`src/rtl/program_loader.sv`:
```
// program_loader: byte-stream to program memory loader.
// Assembles MSB-first bytes into words and writes them to consecutive addresses.
module program_loader #(
    parameter int P_SIZE = 6,
    parameter int I_SIZE = 24
) (
    input  logic              clk,
    input  logic              nReset,
    input  logic              start,
    input  logic [7:0]        in_data,
    input  logic              in_valid,
    input  logic              in_last,
    output logic              in_ready,
    output logic              wr_en,
    output logic [P_SIZE-1:0] wr_addr,
    output logic [I_SIZE-1:0] wr_data,
    output logic              busy,
    output logic              done,
    output logic              error,
    output logic [P_SIZE:0]   word_count
);

    localparam int BYTES = I_SIZE / 8;
    localparam int BCW   = (BYTES > 1) ? $clog2(BYTES) : 1;
    localparam logic [BCW-1:0]    LAST_BYTE = BCW'(BYTES - 1);
    localparam logic [P_SIZE-1:0] ADDR_MAX  = '1;

    typedef enum logic [1:0] {
        IDLE,
        LOAD,
        WRITE,
        DONE
    } state_t;

    state_t            state_q;
    logic              ready_q;
    logic              wr_en_q;
    logic              busy_q;
    logic              done_q;
    logic              error_q;
    logic              last_q;
    logic [P_SIZE-1:0] addr_q;
    logic [I_SIZE-1:0] shift_q;
    logic [I_SIZE-1:0] data_q;
    logic [P_SIZE:0]   count_q;
    logic [BCW-1:0]    bcnt_q;

    logic              accept;
    logic [I_SIZE-1:0] shift_d;

    // Byte handshake and the word that results from shifting the byte in
    always_comb begin
        accept  = in_valid & ready_q;
        shift_d = I_SIZE'({shift_q, in_data});
    end

    // Load sequencer: collect bytes, emit one write per word, finish or fault
    always_ff @(posedge clk or negedge nReset) begin
        if (!nReset) begin
            state_q <= IDLE;
            ready_q <= 1'b0;
            wr_en_q <= 1'b0;
            busy_q  <= 1'b0;
            done_q  <= 1'b0;
            error_q <= 1'b0;
            last_q  <= 1'b0;
            addr_q  <= '0;
            shift_q <= '0;
            data_q  <= '0;
            count_q <= '0;
            bcnt_q  <= '0;
        end else begin
            wr_en_q <= 1'b0;
            unique case (state_q)
                IDLE, DONE: begin
                    if (start) begin
                        state_q <= LOAD;
                        ready_q <= 1'b1;
                        busy_q  <= 1'b1;
                        done_q  <= 1'b0;
                        error_q <= 1'b0;
                        addr_q  <= '0;
                        count_q <= '0;
                        bcnt_q  <= '0;
                        shift_q <= '0;
                    end
                end
                LOAD: begin
                    if (accept) begin
                        shift_q <= shift_d;
                        bcnt_q  <= bcnt_q + 1'b1;
                        if (bcnt_q == LAST_BYTE) begin
                            state_q <= WRITE;
                            ready_q <= 1'b0;
                            wr_en_q <= 1'b1;
                            data_q  <= shift_d;
                            last_q  <= in_last;
                        end else if (in_last) begin
                            // Stream ended mid-word: drop the partial word
                            state_q <= DONE;
                            ready_q <= 1'b0;
                            busy_q  <= 1'b0;
                            done_q  <= 1'b1;
                            error_q <= 1'b1;
                        end
                    end
                end
                WRITE: begin
                    count_q <= count_q + 1'b1;
                    bcnt_q  <= '0;
                    if (last_q) begin
                        state_q <= DONE;
                        busy_q  <= 1'b0;
                        done_q  <= 1'b1;
                        error_q <= 1'b0;
                    end else if (addr_q == ADDR_MAX) begin
                        // Memory full before the stream ended
                        state_q <= DONE;
                        busy_q  <= 1'b0;
                        done_q  <= 1'b1;
                        error_q <= 1'b1;
                        addr_q  <= '0;
                    end else begin
                        state_q <= LOAD;
                        ready_q <= 1'b1;
                        addr_q  <= addr_q + 1'b1;
                    end
                end
            endcase
        end
    end

    assign in_ready   = ready_q;
    assign wr_en      = wr_en_q;
    assign wr_addr    = addr_q;
    assign wr_data    = data_q;
    assign busy       = busy_q;
    assign done       = done_q;
    assign error      = error_q;
    assign word_count = count_q;

endmodule

```
`config.mk`:
```
export PLATFORM = sky130hd
export DESIGN_NAME = program_loader
export DESIGN_NICKNAME = d
export VERILOG_FILES = /design/src/rtl/program_loader.sv
export SDC_FILE = /design/constraint.sdc
export NUM_CORES = 1
export LEC_CHECK = 0
export BUFFER_PORTS_ARGS = -buffer_cell sky130_fd_sc_hd__buf_2
export CAP_MARGIN = 0
export CORE_ASPECT_RATIO = 1.1
export CORE_MARGIN = 2
export CORE_UTILIZATION = 49
export CTS_CLUSTER_SIZE = 16
export DETAILED_ROUTE_END_ITERATION = 10
export HOLD_SLACK_MARGIN = 0.05
export PLACE_DENSITY = 0.75
export SLEW_MARGIN = 20
export SYNTH_ARGS = -nofsm -noshare
export SYNTH_HDL_FRONTEND = slang
export SYNTH_SLANG_ARGS = --single-unit
```
`constraint.sdc`:
```
create_clock -name clk -period 1.6 [get_ports clk]
set_input_delay 0.16 -clock clk [delete_from_list [all_inputs] [get_ports clk]]
set_output_delay 0.16 -clock clk [all_outputs]
set_load 0.02 [all_outputs]
```
# ---- After elaboration in Yosys (flattened, before gate mapping)
# Index checks and enable logic that the tools add are counted.
dict set report op_classes {
  n_addsub 3
  n_eq_ne 13
  mux 43
  n_bitwise 1
  reduce_logical 12
}
# op n
set op_table {}
lappend op_table {{two-way mux 16 bit} 2}
lappend op_table {{one-hot mux 16 bit (2 select lines)} 1}
lappend op_table {{two-way mux 1 bit} 20}
lappend op_table {{two-way mux 6 bit} 3}
lappend op_table {{two-way mux 2 bit} 8}
lappend op_table {{one-hot mux 7 bit (2 select lines)} 1}
lappend op_table {{inequality test 2 bit (second input constant)} 6}
lappend op_table {{one-hot mux 1 bit (3 select lines)} 4}
lappend op_table {{one-hot mux 2 bit (3 select lines)} 2}
lappend op_table {{one-hot mux 6 bit (2 select lines)} 1}
lappend op_table {{AND reduction 3 bit} 4}
lappend op_table {{AND reduction 5 bit} 2}
lappend op_table {{adder 7 x 1 -> 7 bit (second input constant)} 1}
lappend op_table {{two-way mux 7 bit} 1}
lappend op_table {{adder 6 x 1 -> 6 bit (second input constant)} 1}
lappend op_table {{equality test 2 bit (second input constant)} 3}
lappend op_table {{equality test 6 bit (second input constant)} 1}
lappend op_table {{inequality test 3 bit (second input constant)} 2}
lappend op_table {{AND reduction 2 bit} 2}
lappend op_table {{nonzero test 2 bit} 2}
lappend op_table {{adder 2 x 1 -> 2 bit (second input constant)} 1}
lappend op_table {{equality test 2 x 1 -> 1 bit (second input constant)} 1}
lappend op_table {{logical NOT 2 bit} 1}
lappend op_table {{OR reduction 2 bit} 1}
lappend op_table {{AND 1 bit} 1}
dict set report word_totals {
  reg_bits 63
  input_bits 13
  output_inout_bits 42
  word_cells 84
}

# ---- Depth between registers and ports, before layout
dict set report logic_depth {
  depth_word 4
  mapped_depth 9
  mapped_depth_nobuf 6
}

# ---- Worst setup path before layout
# Ideal clock, no wire load.
dict set report synth_path {
  path_type {reg2reg}
  startpoint {register state_q[0]}
  endpoint {register shift_q[10]}
  setup_time_ps 121
  t_arrival_ps 1611
  t_required_ps 1479
  slack_ps -132
  path_stages_with_launch 9
  n_path_buf 2
  period_less_slack_ps 1732
  path_cell_list {dfrtp_1 inv_1 ha_1 buf_2 nand2b_1 and2_4 o21ai_2 buf_4 a22o_1}
}
dict set report synth_via {
  elab_chain_len 4
  elab_cells_between_ends 9
  classes_between {eq/ne (4); mux (1); reduce/logical (4)}
}
# item line
set synth_rtl {}
lappend synth_rtl {{start: declaration} 35} ;# state_t state_q;
lappend synth_rtl {{start signal: assignment} 60} ;# state_q <= IDLE;
lappend synth_rtl {{start signal: assignment} 77} ;# state_q <= LOAD;
lappend synth_rtl {{start signal: assignment} 93} ;# state_q <= WRITE;
lappend synth_rtl {{equality test 2 bit or logical NOT 2 bit (tied branches)} 74} ;# unique case (state_q)
lappend synth_rtl {{OR reduction 2 bit} 74}
lappend synth_rtl {{inequality test 2 bit (no line) or nonzero test 2 bit (tied branches)} n/a}
lappend synth_rtl {{AND reduction 3 bit (no line)} n/a}
lappend synth_rtl {{end signal: assignment} 90} ;# shift_q <= shift_d;
lappend synth_rtl {{end: declaration} 43} ;# logic [I_SIZE-1:0] shift_q;
# Several ways; a longest one is shown, not always the timed one.
# A chain may end at the register's enable or synchronous reset.

# ---- Worst setup path in the final report
dict set report layout_path {
  startpoint {register state_q[0]}
  endpoint {register shift_q[4]}
}
# The elaborated chain is that of the path after synthesis.

==> run_results.csv <==
group,metric,value,unit
outcome,status,"finished with violations",
outcome,violations,"negative setup slack",
global_route,grt_start_max_net_pins,64,
die,initial_core_util,50.47,%
layout,fin_nets,366,
yosys,synth-simple-area-share,18.06,%
place,dp_hpwl,3.783,mm
timing,clock.fmax,0.6248,GHz
worst_setup_path,crit_type,"reg -> reg",
timing,tns,-0.0004107,ns
global_route,grt_pass1_vias,2013,
route,antenna_left,0,
worst_setup_path,rr_startpoint,"state_q[0]",
clock_network,clk_latency,0.33,ns
clock_network,cts_max_level,3,
worst_setup_path,required,1.82,ns
die,die_h,81.68,um
pwr,total_power,6950,uW
timing,hold_viol_final,0,
route,wire_per_inst,13.78,um
timing,timing.final.crit_share,100.0,%
worst_setup_path,path_max_fanout,8,
pwr,power_leakage,0.001905,uW
worst_hold_path,hold_path_class,"in -> reg",
clock_network,clockBufferDepth,2,
timing,relSlewSlack,75.80,%
yosys,synth_top_family_by_area,"simple AND/OR/NAND/NOR gates",
timing,whs,0.06335,ns
layout,final_cells,428,
timing,rsz0062_at_grt,"yes",
yosys,synthAdderAreaFrac,2.328,%
yosys,synth_compound_area_share,14.76,%
place,placed_area,3164,sq um
yosys,synth_ff_type,"dfrtp_1",
die,coreArea,5325,sq um
clock_network,cts_tree,"yes",
global_route,antenna_found_initial,0,
yosys,yosysMostFrequentCell,"nand2_1",
layout,nFillCells,441,
route,vias,2174,
layout,antenna_cells,0,
route,dr.pass1.iters,4,
yosys,yosys_warnings,0,
yosys,netlist_area,2688,sq um
yosys,ys_seq_area_share,58.66,%
pwr,p_per_area,1936,nW/um^2
yosys,synth_edf_count,0,
yosys,synth_seq_cells,63,
route,vias_per_cell,5.079,
global_route,grt_pass1_wl,9.287,mm
yosys,netlist_instances,263,
yosys,synth_common_cells,"nand2_1 (92), dfrtp_1 (63), a22o_1 (19)",
timing,setup_viol,1,
route,wirelength,5.896,mm
die,fp.dieW,74.62,um
layout,drive_above_1_share,30.59,%
place,routabilityCongestion,0.8756,
layout,syn_to_final_growth,33.61,%
global_route,grtUsageTotal,20.22,%
layout,regArea,1577,sq um
yosys,avgSynthCellArea,10.22,sq um
yosys,yosysTopAreaCell,"dfrtp_1",
yosys,synth_area_leaders,"dfrtp_1 (59%), nand2_1 (13%), a22o_1 (6.2%), o21ai_0 (2.8%), ha_1 (2.3%)",
route,drc_errors,0,
worst_setup_path,start_kind,"flip-flop",
clock_network,cts_made_buffers,9,
timing,fin_ws,-0.0004107,ns
yosys,synth_nets,281,
die,pin_count,55,
worst_setup_path,worstPathArrival,1.82,ns
die,dieArea,6094,sq um
yosys,synth_cell_types,38,
timing,skew,0.005674,ns
layout,final_area,3591,sq um
place,port-buffer-count,54,
clock_network,clock_sinks,63,
die,rows,28,
clock_network,clk_pin_slew,0.07,ns
place,placedCellCount,400,
timing,maxSlewViolCount,0,
yosys,synth.top_cell.area_share,58.66,%
job,maxCapViolCount,0,
worst_setup_path,cp-end-kind,"flip-flop",
route,drt-initial-drc-count,134,
timing,worst_slew_pin_slew,0.3621,ns
clock_network,cts-root-buf,"clkbuf_8",
layout,multiInputGateArea,1105,sq um
pwr,irDropWorstVdd,0.001069,V
timing,post-route-min-period,1.600,ns
yosys,async_flop_share,100.0,%
yosys,synthMuxAreaShare,2.374,%
worst_hold_path,min-delay-start,"in_data[3]",
yosys,synth_xor_area_share,0,%
worst_setup_path,crit_start,"state_q[0]",
global_route,globalRoute.totalOverflow,0,
[flip-flops by register name (all words and copies together) (netlist names)]
register and flops:
word_count 7, in_ready 1, wr_data 24, busy 1, shift_q 16, state_q 2
bcnt_q 2, wr_en 1, last_q 1, done 1, wr_addr 6, error 1
[placed cells by master, fill, tap and decap left out, drive strengths merged, types with 2 or more instances in the layout]
| cell type | n |
|---|---|
| a21o | 2 |
| a21oi | 3 |
| a22o | 19 |
| and3 | 2 |
| buf | 75 |
| bufinv | 2 |
| clkbuf | 11 |
| clkinv | 3 |
| dfrtp | 63 |
| dlygate4sd3 | 8 |
| ha | 5 |
| inv | 10 |
| mux2 | 3 |
| mux2i | 3 |
| nand2 | 92 |
| nand2b | 3 |
| nand3 | 6 |
| nor2 | 4 |
| nor2b | 2 |
| o21a | 2 |
| o21ai | 18 |
| o31ai | 4 |
[what timing repair did]
item,CTS,global route
cloned,0,2
resized for setup,5,17
setup endpoints to repair,8,50
hold buffers,8,0
pin swaps,7,5
setup buffers,1,1
hold endpoints to repair,70,0
[where the power goes]
group | switching (uW) | internal (uW)
sequential | 348 | 2100
combinational | 1590 | 1420
clock | 611 | 875
[layout make-up]
type / instances / area share [%]
repair buffers: 84 / 15.75
clock inverters: 6 / 2.334
inverters: 9 / 1.080
well taps: 75 / 2.613
flip-flops and latches: 63 / 43.90
clock buffers: 10 / 3.554
multi-input cells: 181 / 30.77
[per-layer routing]
metal / track usage [%] / vias to the layer above / wire (um)
li1: - / 1070 / -
met3: 2.577 / 9 / 185
met1: 28.58 / 1049 / 2824
met2: 30.71 / 46 / 2801
met5: 0 / - / 0
met4: 10.18 / 0 / 85
[critical path, cell delays in order, from the launching register on]
cell and delay, ns:
dfrtp_1 0.40, buf_6 0.13, ha_4 0.15, a21bo_1 0.19
and2_4 0.18, o21ai_4 0.09, clkbuf_16 0.16, a22o_1 0.18
[per-stage QoR]
step                      setup WS, ns  utilization (%)
final                       -0.0004107            67.43
after global routing          -0.04561            67.43
after CTS                    -0.009917            65.70
after detailed placement      -0.06464            59.42
after global placement        -0.02544            59.42
after floorplan               -0.02529                -
[cells by family after synthesis]
family,count (synthesis)
compound gates,54
fa+ha+maj,5
flops,63
buf+inv,20
mux,6
simple gates,115
[worst paths after layout]
kind	endpoint	slack (ns)	cells past startpoint
hold reg to reg	wr_data[14]	0.47	2
min in group asynchronous	word_count[4]	0.36	3
setup reg to reg	shift_q[4]	-0.0004	7
hold / removal	wr_data[3]	0.06	3
setup / recovery	shift_q[4]	-0.0004	7
max in group asynchronous	in_ready	0.97	3
(Power assumes the default switching activity.)
